`src/rtl/axi_mm_a32_d128_packet_gen1_master_name_if.sv`:
```
// Bundles the user AXI channels and the Logic Link FIFO channels of the master-side packet gen.
// The master modport is the packet gen's view. The slave modport is the view of the user master and link FIFOs.
interface axi_mm_a32_d128_packet_gen1_master_name_if;
  localparam int AR_W = 49;
  localparam int AW_W = 49;
  localparam int W_W  = 149;
  localparam int R_W  = 135;
  localparam int B_W  = 6;

  logic [3:0]      user_arid;
  logic [2:0]      user_arsize;
  logic [7:0]      user_arlen;
  logic [1:0]      user_arburst;
  logic [31:0]     user_araddr;
  logic            user_arvalid;
  logic            user_arready;

  logic [3:0]      user_awid;
  logic [2:0]      user_awsize;
  logic [7:0]      user_awlen;
  logic [1:0]      user_awburst;
  logic [31:0]     user_awaddr;
  logic            user_awvalid;
  logic            user_awready;

  logic [3:0]      user_wid;
  logic [127:0]    user_wdata;
  logic [15:0]     user_wstrb;
  logic            user_wlast;
  logic            user_wvalid;
  logic            user_wready;

  logic [3:0]      user_rid;
  logic [127:0]    user_rdata;
  logic            user_rlast;
  logic [1:0]      user_rresp;
  logic            user_rvalid;
  logic            user_rready;

  logic [3:0]      user_bid;
  logic [1:0]      user_bresp;
  logic            user_bvalid;
  logic            user_bready;

  logic            user_ar_valid;
  logic [AR_W-1:0] txfifo_ar_data;
  logic            user_ar_ready;
  logic            user_aw_valid;
  logic [AW_W-1:0] txfifo_aw_data;
  logic            user_aw_ready;
  logic            user_w_valid;
  logic [W_W-1:0]  txfifo_w_data;
  logic            user_w_ready;
  logic            user_r_valid;
  logic [R_W-1:0]  rxfifo_r_data;
  logic            user_r_ready;
  logic            user_b_valid;
  logic [B_W-1:0]  rxfifo_b_data;
  logic            user_b_ready;

  modport master (
    input  user_arid, user_arsize, user_arlen, user_arburst, user_araddr, user_arvalid,
    output user_arready,
    input  user_awid, user_awsize, user_awlen, user_awburst, user_awaddr, user_awvalid,
    output user_awready,
    input  user_wid, user_wdata, user_wstrb, user_wlast, user_wvalid,
    output user_wready,
    output user_rid, user_rdata, user_rlast, user_rresp, user_rvalid,
    input  user_rready,
    output user_bid, user_bresp, user_bvalid,
    input  user_bready,
    output user_ar_valid, txfifo_ar_data,
    input  user_ar_ready,
    output user_aw_valid, txfifo_aw_data,
    input  user_aw_ready,
    output user_w_valid, txfifo_w_data,
    input  user_w_ready,
    input  user_r_valid, rxfifo_r_data,
    output user_r_ready,
    input  user_b_valid, rxfifo_b_data,
    output user_b_ready
  );

  modport slave (
    output user_arid, user_arsize, user_arlen, user_arburst, user_araddr, user_arvalid,
    input  user_arready,
    output user_awid, user_awsize, user_awlen, user_awburst, user_awaddr, user_awvalid,
    input  user_awready,
    output user_wid, user_wdata, user_wstrb, user_wlast, user_wvalid,
    input  user_wready,
    input  user_rid, user_rdata, user_rlast, user_rresp, user_rvalid,
    output user_rready,
    input  user_bid, user_bresp, user_bvalid,
    output user_bready,
    input  user_ar_valid, txfifo_ar_data,
    output user_ar_ready,
    input  user_aw_valid, txfifo_aw_data,
    output user_aw_ready,
    input  user_w_valid, txfifo_w_data,
    output user_w_ready,
    output user_r_valid, rxfifo_r_data,
    input  user_r_ready,
    output user_b_valid, rxfifo_b_data,
    input  user_b_ready
  );
endinterface

```
`src/rtl/axi_mm_a32_d128_packet_gen1_master_name.sv`:
```
// Master-side Logic Link packetizer: packs AR/AW/W into TX words and unpacks R/B from RX words.
// Every channel is decoupled by a 2-entry skid buffer whose outputs are all registered.
module axi_mm_a32_d128_packet_gen1_master_name_skid #(
  parameter int W = 8
) (
  input  logic         clk,
  input  logic         rst_n,
  input  logic         up_valid,
  output logic         up_ready,
  input  logic [W-1:0] up_data,
  output logic         dn_valid,
  input  logic         dn_ready,
  output logic [W-1:0] dn_data
);
  logic [W-1:0] mem [2];
  logic [1:0]   count;
  logic [1:0]   count_nxt;
  logic         head;
  logic         tail;
  logic         head_nxt;
  logic         accept;
  logic         issue;

  always_comb begin
    accept    = up_valid & up_ready;
    issue     = dn_valid & dn_ready;
    count_nxt = count + {1'b0, accept} - {1'b0, issue};
    head_nxt  = head ^ issue;
  end

  // Outputs are computed from next-state so an accepted word is presented on the same edge.
  always_ff @(posedge clk or negedge rst_n) begin
    if (!rst_n) begin
      mem[0]   <= '0;
      mem[1]   <= '0;
      count    <= 2'd0;
      head     <= 1'b0;
      tail     <= 1'b0;
      up_ready <= 1'b0;
      dn_valid <= 1'b0;
      dn_data  <= '0;
    end else begin
      if (accept) begin
        mem[tail] <= up_data;
      end
      tail     <= tail ^ accept;
      head     <= head_nxt;
      count    <= count_nxt;
      up_ready <= (count_nxt != 2'd2);
      dn_valid <= (count_nxt != 2'd0);
      if (count_nxt != 2'd0) begin
        dn_data <= (accept && (tail == head_nxt)) ? up_data : mem[head_nxt];
      end
    end
  end
endmodule

module axi_mm_a32_d128_packet_gen1_master_name (
  input logic clk_wr,
  input logic rst_wr_n,
  input logic m_gen2_mode,
  axi_mm_a32_d128_packet_gen1_master_name_if.master bus
);
  localparam int AR_W = 49;
  localparam int AW_W = 49;
  localparam int W_W  = 149;
  localparam int R_W  = 135;
  localparam int B_W  = 6;

  logic             unused_gen2_mode;
  logic [R_W-1:0]   r_word;
  logic [B_W-1:0]   b_word;

  assign unused_gen2_mode = m_gen2_mode;

  axi_mm_a32_d128_packet_gen1_master_name_skid #(.W(AR_W)) ar_skid (
    .clk      (clk_wr),
    .rst_n    (rst_wr_n),
    .up_valid (bus.user_arvalid),
    .up_ready (bus.user_arready),
    .up_data  ({bus.user_araddr, bus.user_arburst, bus.user_arlen, bus.user_arsize, bus.user_arid}),
    .dn_valid (bus.user_ar_valid),
    .dn_ready (bus.user_ar_ready),
    .dn_data  (bus.txfifo_ar_data)
  );

  axi_mm_a32_d128_packet_gen1_master_name_skid #(.W(AW_W)) aw_skid (
    .clk      (clk_wr),
    .rst_n    (rst_wr_n),
    .up_valid (bus.user_awvalid),
    .up_ready (bus.user_awready),
    .up_data  ({bus.user_awaddr, bus.user_awburst, bus.user_awlen, bus.user_awsize, bus.user_awid}),
    .dn_valid (bus.user_aw_valid),
    .dn_ready (bus.user_aw_ready),
    .dn_data  (bus.txfifo_aw_data)
  );

  axi_mm_a32_d128_packet_gen1_master_name_skid #(.W(W_W)) w_skid (
    .clk      (clk_wr),
    .rst_n    (rst_wr_n),
    .up_valid (bus.user_wvalid),
    .up_ready (bus.user_wready),
    .up_data  ({bus.user_wlast, bus.user_wstrb, bus.user_wdata, bus.user_wid}),
    .dn_valid (bus.user_w_valid),
    .dn_ready (bus.user_w_ready),
    .dn_data  (bus.txfifo_w_data)
  );

  axi_mm_a32_d128_packet_gen1_master_name_skid #(.W(R_W)) r_skid (
    .clk      (clk_wr),
    .rst_n    (rst_wr_n),
    .up_valid (bus.user_r_valid),
    .up_ready (bus.user_r_ready),
    .up_data  (bus.rxfifo_r_data),
    .dn_valid (bus.user_rvalid),
    .dn_ready (bus.user_rready),
    .dn_data  (r_word)
  );

  axi_mm_a32_d128_packet_gen1_master_name_skid #(.W(B_W)) b_skid (
    .clk      (clk_wr),
    .rst_n    (rst_wr_n),
    .up_valid (bus.user_b_valid),
    .up_ready (bus.user_b_ready),
    .up_data  (bus.rxfifo_b_data),
    .dn_valid (bus.user_bvalid),
    .dn_ready (bus.user_bready),
    .dn_data  (b_word)
  );

  // R and B unpacking is pure bit placement of the registered head word.
  assign bus.user_rid   = r_word[3:0];
  assign bus.user_rdata = r_word[131:4];
  assign bus.user_rlast = r_word[132];
  assign bus.user_rresp = r_word[134:133];
  assign bus.user_bid   = b_word[3:0];
  assign bus.user_bresp = b_word[5:4];
endmodule

```
`src/flat_wrapper.sv`:
```
// flat-port wrapper written by rule: the top's interface ports become plain ports
module axi_mm_a32_d128_packet_gen1_master_name_flat 
  (clk_wr, rst_wr_n, m_gen2_mode, bus_user_arid, bus_user_arsize, bus_user_arlen, bus_user_arburst, bus_user_araddr, bus_user_arvalid, bus_user_arready, bus_user_awid, bus_user_awsize, bus_user_awlen, bus_user_awburst, bus_user_awaddr, bus_user_awvalid, bus_user_awready, bus_user_wid, bus_user_wdata, bus_user_wstrb, bus_user_wlast, bus_user_wvalid, bus_user_wready, bus_user_rid, bus_user_rdata, bus_user_rlast, bus_user_rresp, bus_user_rvalid, bus_user_rready, bus_user_bid, bus_user_bresp, bus_user_bvalid, bus_user_bready, bus_user_ar_valid, bus_txfifo_ar_data, bus_user_ar_ready, bus_user_aw_valid, bus_txfifo_aw_data, bus_user_aw_ready, bus_user_w_valid, bus_txfifo_w_data, bus_user_w_ready, bus_user_r_valid, bus_rxfifo_r_data, bus_user_r_ready, bus_user_b_valid, bus_rxfifo_b_data, bus_user_b_ready);
  axi_mm_a32_d128_packet_gen1_master_name_if bus_i ();
  input logic clk_wr;
  input logic rst_wr_n;
  input logic m_gen2_mode;
  input wire logic [$bits(bus_i.user_arid)-1:0] bus_user_arid;
  input wire logic [$bits(bus_i.user_arsize)-1:0] bus_user_arsize;
  input wire logic [$bits(bus_i.user_arlen)-1:0] bus_user_arlen;
  input wire logic [$bits(bus_i.user_arburst)-1:0] bus_user_arburst;
  input wire logic [$bits(bus_i.user_araddr)-1:0] bus_user_araddr;
  input wire logic [$bits(bus_i.user_arvalid)-1:0] bus_user_arvalid;
  output wire logic [$bits(bus_i.user_arready)-1:0] bus_user_arready;
  input wire logic [$bits(bus_i.user_awid)-1:0] bus_user_awid;
  input wire logic [$bits(bus_i.user_awsize)-1:0] bus_user_awsize;
  input wire logic [$bits(bus_i.user_awlen)-1:0] bus_user_awlen;
  input wire logic [$bits(bus_i.user_awburst)-1:0] bus_user_awburst;
  input wire logic [$bits(bus_i.user_awaddr)-1:0] bus_user_awaddr;
  input wire logic [$bits(bus_i.user_awvalid)-1:0] bus_user_awvalid;
  output wire logic [$bits(bus_i.user_awready)-1:0] bus_user_awready;
  input wire logic [$bits(bus_i.user_wid)-1:0] bus_user_wid;
  input wire logic [$bits(bus_i.user_wdata)-1:0] bus_user_wdata;
  input wire logic [$bits(bus_i.user_wstrb)-1:0] bus_user_wstrb;
  input wire logic [$bits(bus_i.user_wlast)-1:0] bus_user_wlast;
  input wire logic [$bits(bus_i.user_wvalid)-1:0] bus_user_wvalid;
  output wire logic [$bits(bus_i.user_wready)-1:0] bus_user_wready;
  output wire logic [$bits(bus_i.user_rid)-1:0] bus_user_rid;
  output wire logic [$bits(bus_i.user_rdata)-1:0] bus_user_rdata;
  output wire logic [$bits(bus_i.user_rlast)-1:0] bus_user_rlast;
  output wire logic [$bits(bus_i.user_rresp)-1:0] bus_user_rresp;
  output wire logic [$bits(bus_i.user_rvalid)-1:0] bus_user_rvalid;
  input wire logic [$bits(bus_i.user_rready)-1:0] bus_user_rready;
  output wire logic [$bits(bus_i.user_bid)-1:0] bus_user_bid;
  output wire logic [$bits(bus_i.user_bresp)-1:0] bus_user_bresp;
  output wire logic [$bits(bus_i.user_bvalid)-1:0] bus_user_bvalid;
  input wire logic [$bits(bus_i.user_bready)-1:0] bus_user_bready;
  output wire logic [$bits(bus_i.user_ar_valid)-1:0] bus_user_ar_valid;
  output wire logic [$bits(bus_i.txfifo_ar_data)-1:0] bus_txfifo_ar_data;
  input wire logic [$bits(bus_i.user_ar_ready)-1:0] bus_user_ar_ready;
  output wire logic [$bits(bus_i.user_aw_valid)-1:0] bus_user_aw_valid;
  output wire logic [$bits(bus_i.txfifo_aw_data)-1:0] bus_txfifo_aw_data;
  input wire logic [$bits(bus_i.user_aw_ready)-1:0] bus_user_aw_ready;
  output wire logic [$bits(bus_i.user_w_valid)-1:0] bus_user_w_valid;
  output wire logic [$bits(bus_i.txfifo_w_data)-1:0] bus_txfifo_w_data;
  input wire logic [$bits(bus_i.user_w_ready)-1:0] bus_user_w_ready;
  input wire logic [$bits(bus_i.user_r_valid)-1:0] bus_user_r_valid;
  input wire logic [$bits(bus_i.rxfifo_r_data)-1:0] bus_rxfifo_r_data;
  output wire logic [$bits(bus_i.user_r_ready)-1:0] bus_user_r_ready;
  input wire logic [$bits(bus_i.user_b_valid)-1:0] bus_user_b_valid;
  input wire logic [$bits(bus_i.rxfifo_b_data)-1:0] bus_rxfifo_b_data;
  output wire logic [$bits(bus_i.user_b_ready)-1:0] bus_user_b_ready;
  assign bus_i.user_arid = bus_user_arid;
  assign bus_i.user_arsize = bus_user_arsize;
  assign bus_i.user_arlen = bus_user_arlen;
  assign bus_i.user_arburst = bus_user_arburst;
  assign bus_i.user_araddr = bus_user_araddr;
  assign bus_i.user_arvalid = bus_user_arvalid;
  assign bus_user_arready = bus_i.user_arready;
  assign bus_i.user_awid = bus_user_awid;
  assign bus_i.user_awsize = bus_user_awsize;
  assign bus_i.user_awlen = bus_user_awlen;
  assign bus_i.user_awburst = bus_user_awburst;
  assign bus_i.user_awaddr = bus_user_awaddr;
  assign bus_i.user_awvalid = bus_user_awvalid;
  assign bus_user_awready = bus_i.user_awready;
  assign bus_i.user_wid = bus_user_wid;
  assign bus_i.user_wdata = bus_user_wdata;
  assign bus_i.user_wstrb = bus_user_wstrb;
  assign bus_i.user_wlast = bus_user_wlast;
  assign bus_i.user_wvalid = bus_user_wvalid;
  assign bus_user_wready = bus_i.user_wready;
  assign bus_user_rid = bus_i.user_rid;
  assign bus_user_rdata = bus_i.user_rdata;
  assign bus_user_rlast = bus_i.user_rlast;
  assign bus_user_rresp = bus_i.user_rresp;
  assign bus_user_rvalid = bus_i.user_rvalid;
  assign bus_i.user_rready = bus_user_rready;
  assign bus_user_bid = bus_i.user_bid;
  assign bus_user_bresp = bus_i.user_bresp;
  assign bus_user_bvalid = bus_i.user_bvalid;
  assign bus_i.user_bready = bus_user_bready;
  assign bus_user_ar_valid = bus_i.user_ar_valid;
  assign bus_txfifo_ar_data = bus_i.txfifo_ar_data;
  assign bus_i.user_ar_ready = bus_user_ar_ready;
  assign bus_user_aw_valid = bus_i.user_aw_valid;
  assign bus_txfifo_aw_data = bus_i.txfifo_aw_data;
  assign bus_i.user_aw_ready = bus_user_aw_ready;
  assign bus_user_w_valid = bus_i.user_w_valid;
  assign bus_txfifo_w_data = bus_i.txfifo_w_data;
  assign bus_i.user_w_ready = bus_user_w_ready;
  assign bus_i.user_r_valid = bus_user_r_valid;
  assign bus_i.rxfifo_r_data = bus_rxfifo_r_data;
  assign bus_user_r_ready = bus_i.user_r_ready;
  assign bus_i.user_b_valid = bus_user_b_valid;
  assign bus_i.rxfifo_b_data = bus_rxfifo_b_data;
  assign bus_user_b_ready = bus_i.user_b_ready;
  axi_mm_a32_d128_packet_gen1_master_name u_core (.clk_wr(clk_wr), .rst_wr_n(rst_wr_n), .m_gen2_mode(m_gen2_mode), .bus(bus_i));
endmodule
```
`config.mk`:
```
export PLATFORM = sky130hd
export DESIGN_NAME = axi_mm_a32_d128_packet_gen1_master_name_flat
export DESIGN_NICKNAME = d
export VERILOG_FILES = /design/src/rtl/axi_mm_a32_d128_packet_gen1_master_name_if.sv /design/src/rtl/axi_mm_a32_d128_packet_gen1_master_name.sv /design/src/flat_wrapper.sv
export SDC_FILE = /design/constraint.sdc
export NUM_CORES = 2
export LEC_CHECK = 0
export CAP_MARGIN = 10
export CORE_UTILIZATION = 45
export DETAILED_ROUTE_END_ITERATION = 10
export PLACE_DENSITY = 0.74
export SYNTH_ARGS = -nofsm -noshare
export SYNTH_HDL_FRONTEND = slang
export SYNTH_SLANG_ARGS = --single-unit
export TNS_END_PERCENT = 20
```
`constraint.sdc`:
```
create_clock -name clk_wr -period 2.5 [get_ports clk_wr]
set_input_delay 0.375 -clock clk_wr [delete_from_list [all_inputs] [get_ports clk_wr]]
set_output_delay 0.375 -clock clk_wr [all_outputs]
set_load 0.02 [all_outputs]
```
# ---- Yosys cells after proc, flatten, opt, wreduce, memory -nomap -nowiden
# Cells that the tools add are included.
dict set report word_totals {
  ff_bits 1194
  input_bits 401
  elab_cells 155
}
dict set report op_classes {
  n_addsub 10
  n_lt_le_gt_ge 15
  eq_ne 10
  mux 35
  bitwise_logic 30
  n_reduce_logical 15
}
# cell n
set ops {}
lappend ops {{149-bit two-way mux} 5}
lappend ops {{135-bit two-way mux} 5}
lappend ops {{49-bit two-way mux} 10}
lappend ops {{298-bit bitwise mux} 1}
lappend ops {{270-bit bitwise mux} 1}
lappend ops {{98-bit bitwise mux} 2}
lappend ops {{149-bit demux with 1-bit select} 1}
lappend ops {{135-bit demux with 1-bit select} 1}
lappend ops {{49-bit demux with 1-bit select} 2}
lappend ops {{6-bit two-way mux} 5}
lappend ops {{2-bit >= comparator (second input constant)} 10}
lappend ops {{1-bit inverter with 2-bit output} 10}
lappend ops {{12-bit bitwise mux} 1}
lappend ops {{2-bit by 1-bit adder with 2-bit output} 5}
lappend ops {{1-bit bitwise AND} 10}
lappend ops {{1-bit logical AND} 10}
lappend ops {{2-bit by 1-bit less-than comparator with 1-bit output (second input constant)} 5}
lappend ops {{2-bit != test (second input constant)} 5}
lappend ops {{2-bit nonzero test} 5}
lappend ops {{2-bit by 1-bit subtractor with 2-bit output} 5}
lappend ops {{1-bit XOR} 10}
lappend ops {{6-bit demux with 1-bit select} 1}
lappend ops {{1-bit equality test} 5}

# ---- Longest topological paths before layout
dict set report logic_depth {
  ltp_word 7
  depth_mapped 11
  depth_no_buf 10
}

# ---- Hierarchy
# Synthesis repeated with hierarchy kept, for this count alone.
dict set report hier_totals {
  cells_unflattened 4569
  hier_area_um2 57946.8
}
# mod n_inst cells_each area_each_um2 seq_area_each_um2
set modules_own_cells {}
lappend modules_own_cells {{axi_mm_a32_d128_packet_gen1_master_name_skid at u_core.w_skid} 1 1700 22947.0 11335.9}
lappend modules_own_cells {{axi_mm_a32_d128_packet_gen1_master_name_skid at u_core.r_skid} 1 1539 19755.2 10284.9}
lappend modules_own_cells {{axi_mm_a32_d128_packet_gen1_master_name_skid at u_core.aw_skid} 1 613 7051.8 3828.7}
lappend modules_own_cells {{axi_mm_a32_d128_packet_gen1_master_name_skid at u_core.ar_skid} 1 613 7045.5 3828.7}
lappend modules_own_cells {{axi_mm_a32_d128_packet_gen1_master_name_skid at u_core.b_skid} 1 104 1147.4 600.6}

# ---- Least setup slack after synthesis
# OpenSTA, ideal clock, no wires.
dict set report synth_timing {
  kind {reg2reg}
  from {register u_core.aw_skid.up_ready}
  to {register u_core.aw_skid.dn_data[38]}
  setup_ps 76
  arrival_ps 2407
  slack_ps 16
  stages_incl_launch_ff 12
  cell_sequence {dfrtp_1 nand2_1 clkbuf_1 ha_1 inv_1 ha_1 xor3_1 nor2_2 buf_2 clkbuf_1 nand2_1 o21ai_1}
}
dict set report synth_between {
  elab_chain_cells 4
  elab_cells_between_ends 6
}
# element line
set synth_lines {}
lappend synth_lines {{start: declaration} axi_mm_a32_d128_packet_gen1_master_name.sv:9} ;# output logic up_ready,
lappend synth_lines {{start signal: assignment} axi_mm_a32_d128_packet_gen1_master_name.sv:49} ;# up_ready <= (count_nxt != 2'd2);
lappend synth_lines {{1-bit bitwise AND} axi_mm_a32_d128_packet_gen1_master_name.sv:25} ;# accept = up_valid & up_ready;
lappend synth_lines {{2-bit by 1-bit adder with 2-bit output} axi_mm_a32_d128_packet_gen1_master_name.sv:27} ;# count_nxt = count + {1'b0, accept} - {1'b0, issue};
lappend synth_lines {{2-bit by 1-bit subtractor with 2-bit output} axi_mm_a32_d128_packet_gen1_master_name.sv:27}
lappend synth_lines {{named net u_core.aw_skid.count_nxt[1]} axi_mm_a32_d128_packet_gen1_master_name.sv:17} ;# logic [1:0] count_nxt;
lappend synth_lines {{2-bit nonzero test} axi_mm_a32_d128_packet_gen1_master_name.sv:51} ;# if (count_nxt != 2'd0) begin
lappend synth_lines {{end signal: assignment} axi_mm_a32_d128_packet_gen1_master_name.sv:52} ;# dn_data <= (accept && (tail == head_nxt)) ? up_data : mem[head_nxt];
lappend synth_lines {{end: declaration} axi_mm_a32_d128_packet_gen1_master_name.sv:13} ;# output logic [W-1:0] dn_data
# The timed path passes the listed nets, and every way through them passes these cells.
# A chain may end at the register's enable or synchronous reset.

# ---- Final worst setup path
dict set report layout_timing {
  from {register u_core.r_skid.dn_data[38]}
  to {output port bus_user_rdata[34]}
}
# element line
set layout_lines {}
lappend layout_lines {{start: declaration} axi_mm_a32_d128_packet_gen1_master_name.sv:13}
lappend layout_lines {{start signal: assignment} axi_mm_a32_d128_packet_gen1_master_name.sv:52}
lappend layout_lines {{end: declaration} flat_wrapper.sv:29} ;# output wire logic [$bits(bus_i.user_rdata)-1:0] bus_user_rdata;
# No word-level cell between the ends.

==> summary by stage <==
Global route
The via count of the first global-routing pass is 42.49k. The initial antenna violation count is 24. The global-route wire length before repair is 252.7 mm. Across every metal layer, demand over resource in global routing totals 0.2620. Summed over all layers, the global routing overflow is 0. Entering global routing, the biggest net connects 102 pins.

Timing
Based on the critical path, the design can be clocked at up to 415.3 MHz. The slew at the pin closest to its max-slew limit is 1.053 ns. The final setup violation count is 0.

For the final database, setup skew stands at 0.02215 ns. The final-report hold violation count came to 0. The final worst setup slack is 0.09192 ns. The remaining max-slew budget at the tightest pin is 0.2933. In the final timing run, aggregate negative setup slack is 0 ns. Dividing the final minimum period by the clock period gives 0.9632. The final max-slew violation count is 0. Setup repair after global routing left no endpoint under its margin.

The time the final worst path needs with I/O delays and setup is 2.408 ns.

Run
Across the run, the number of max-cap violations was 0.

Final layout
In the layout the commonest cells are 1193 x sky130_fd_sc_hd__dfrtp_1, 874 x sky130_fd_sc_hd__mux2_2, 795 x sky130_fd_sc_hd__clkdlybuf4s50_1. Of the cells placed in the final design, the portion with a size suffix greater than 1 is 0.2797. Measured on the finished design, the core utilization comes to 0.5944. The number of fillers in the final layout is 9517. At the end of the flow, the number of nets in the layout was 5776.

The finished layout cell area is 71410 um^2. The area growth from synthesis to layout is 30.63%. The most common cell after layout, fill and taps aside is sky130_fd_sc_hd__dfrtp_1.

Clocking
Clock-pin slew was measured on the worst setup and hold paths at 0.06 ns. The tree is rooted in a sky130_fd_sc_hd__clkbuf_16. The depth of the CTS H-tree is 4. The number of setup buffers added after CTS is 0. In this run, CTS created clock tree buffers numbering 132. Clock tree synthesis found a total of 1194 sinks.

Counting along the longest clock path gives a buffer depth of 3. The clock reaches the later pin of the worst-skew pair after 0.74 ns. The clock tree from TritonCTS is built.

Synth
Of the total synthesized cell area, the portion taken by XOR and XNOR cells is 0.003456. The number of different library cells in the post-synthesis netlist is 43. The post-synthesis compound-gate area fraction was 0.1497.

Of the total synthesized cell area, the portion taken by full adders, half adders and majority gates is 0.004578. Of the total synthesized cell area, the portion taken by AND, OR, NAND and NOR gates is 0.07825. The number of warning messages in the yosys log is 0. The synthesized netlist occupies a cell area of 54670 um^2. The flip-flop and latch count after synthesis is 1194. The portion of netlist area occupied by mux cells is 0.1800.

Synthesis produced a netlist with a net count of 4984. The cell count after synthesis is 4563. The share of the Yosys chip area taken by registers is 0.5466. After synthesis, the mean cell area works out to 11.98 um^2.

The main combinational cell family by area after synthesis is multiplexers.

Worst setup path
The worst setup path is of the flip-flop to output port kind. The worst path buffer plus inverter count is 1. For this design, the slowest cell found on the critical path is sky130_fd_sc_hd__clkdlybuf4s50_1. For the worst setup path, the data arrival time is 2.03 ns.

The largest driver fanout on the critical path is 2. On the critical path the largest part of the delay comes from buffers and inverters. The worst setup path is captured at an output port. The peak per-stage delay on the critical path is 0.70 ns.

The data required time of the worst path is 2.12 ns. Walking the worst path, the cells encountered are clkdlybuf4s50_1. In this run the register-to-register setup slack is 0.22 ns. The worst setup path is launched from a flip-flop.

Detailed routing
After detailed routing, the met2 layer carries 79.32 mm of wire. The detailed-route wire length is 163.7 mm. The total vias in the final route is 41.74k. The detailed-route wire length per cell is 23.11 um. The number of vias per cell after detailed routing is 5.893. After detailed routing, the wire length on met1 is 64.15 mm.

In the detailed route, the total length drawn on met3 is 12.59 mm. The number of antenna-violating nets in the routed design is 0. The iteration-0 DRC count of the detailed router is 2963. For this run, design rule violations remaining after detail routing come to 0. Before antenna repair, the detailed router went through 6 iterations.

The uppermost layer routed is met5.

Floorplan
The initial standard-cell utilization of the core is 0.4551. The width of the chip is 350.5 um. The floorplan die area is 122900 um^2.

In this run the count of I/O pins placed on the die edge is 799. From bottom edge to top edge, the die measures 350.5 um. The standard-cell row count is 127. The floorplan step defined a core boundary enclosing 120100 um^2.

Placed design
The total of buffers placed on input and output ports is 797. At the placement stage, the worst setup path has a slack of -0.2159 ns. The half-perimeter wire length after detailed placement is 109.4 mm. The placer's final routability congestion estimate is 0.8650. In this run the cell area measured after placement is 66940 um^2.

Worst hold path
The worst hold path belongs to the class primary input to asynchronous set/reset pin.

Pwr
Dividing total power by cell area gives a power density of 1606 nW/um^2. VDD sags by at most 998.7 uV. The sum of internal, switching and leakage power is 114.7 mW.

The analysis attributes to cell leakage a power of 29.51 nW.

Status
The flow ran to the end, and the final reports show no timing, DRC or antenna violations.
==> cell usage after synthesis (all sizes together) <==
master / number / area share
dfrtp: 1194 / 0.55
mux2: 874 / 0.18
nand2: 398 / 0.027
o31ai: 388 / 0.053
clkbuf: 310 / 0.022
a21oi: 286 / 0.027
and3: 286 / 0.033
a2111oi: 284 / 0.058
nor2: 201 / 0.014
buf: 132 / 0.014
o21ai: 104 / 0.0095
inv: 29 / 0.0020
ha: 20 / 0.0046
nand3: 8 / 0.00073
nor3: 6 / 0.00055
o211a: 6 / 0.0011
nand2b: 5 / 0.00057
xor3: 5 / 0.0022
xnor2: 4 / 0.00064
xor2: 4 / 0.00064
a21bo: 3 / 0.00066
and2: 3 / 0.00034
and3b: 3 / 0.00048
nand3b: 3 / 0.00071
a21o: 2 / 0.00027
and4: 2 / 0.00037
nand4: 2 / 0.00046
a21boi: 1 / 0.00014
==> final cells by class <==
| type | count | area (um^2) | share of cell area |
|---|---|---|---|
| flip-flops and latches | 1194 | 29880 | 0.4184 |
| multi-input cells | 2898 | 22940 | 0.3212 |
| repair buffers | 1100 | 12010 | 0.1681 |
| clock buffers | 192 | 3840 | 0.05377 |
| well taps | 1612 | 2017 | 0.02824 |
| clock inverters | 43 | 583.1 | 0.008165 |
| inverters | 29 | 108.9 | 0.001524 |
| diodes | 15 | 37.54 | 0.0005256 |
==> flip-flops by register name (all words and copies together), names as in the netlist, 12 cells and up <==
signal and flops:
u_core.aw_skid.dn_data 49, u_core.aw_skid.mem 98, u_core.w_skid.dn_data 149, u_core.b_skid.mem 12, u_core.ar_skid.mem 98, u_core.r_skid.mem 270
u_core.ar_skid.dn_data 49, u_core.r_skid.dn_data 135, u_core.w_skid.mem 298
==> kinds of logic (layout without fill, tap and decap cells) <==
family                     count (synthesis)  count (layout)
AOI/OAI and AO/OA                       1074            1074
xor gates and xnor gates                  13              13
adders and majority gates                 20              20
buffers and inverters                    471            1364
DFF                                     1194            1194
muxes                                    874             874
other                                      0              15
and+or+nand+nor                          917             917
==> timing repair <==
action | CTS | global route
endpoints found under the hold margin | 349 | 0
gates resized for setup | 0 | 2
hold buffers | 1 | 0
setup endpoints to repair | 0 | 2
==> stage by stage <==
| step | hold slack [ns] | cells |
|---|---|---|
| detailed placement | 0.3504 | 6832 |
| CTS | 0.1635 | 7068 |
| finish | 0.1939 | 7083 |
| global placement | 0.3488 | 6832 |
| floorplan | 0.07941 | 4563 |
| global route | 0.1866 | 7080 |
==> path summary, 6_finish.rpt <==
kind / start / depth (start not counted) / to
min reg2reg: u_core.w_skid.dn_data[15] / 2 / u_core.w_skid.dn_data[15]
min in group clk_wr: bus_user_awaddr[17] / 2 / u_core.aw_skid.mem[34]
max: u_core.r_skid.dn_data[38] / 1 / bus_user_rdata[34]
max in group asynchronous: rst_wr_n / 3 / u_core.w_skid.dn_data[107]
max reg2reg: u_core.r_skid.dn_valid / 6 / u_core.r_skid.dn_data[130]
min: rst_wr_n / 2 / u_core.ar_skid.mem[36]
==> routing by layer <==
metal	track usage	up-vias
li1	-	18430
met1	0.3314	21280
met2	0.4243	1599
met3	0.06203	407
met4	0.1220	20
met5	0	-
==> power breakdown <==
part	switching, mW	leakage (nW)	total (mW)	internal, mW
clock network	8.19	2.18	19.8	11.6
registers	6.20	14.1	36.2	30.0
logic	29.5	13.2	58.7	29.2
total	43.9	29.5	115	70.8
Power figures use the tool's default switching activity.
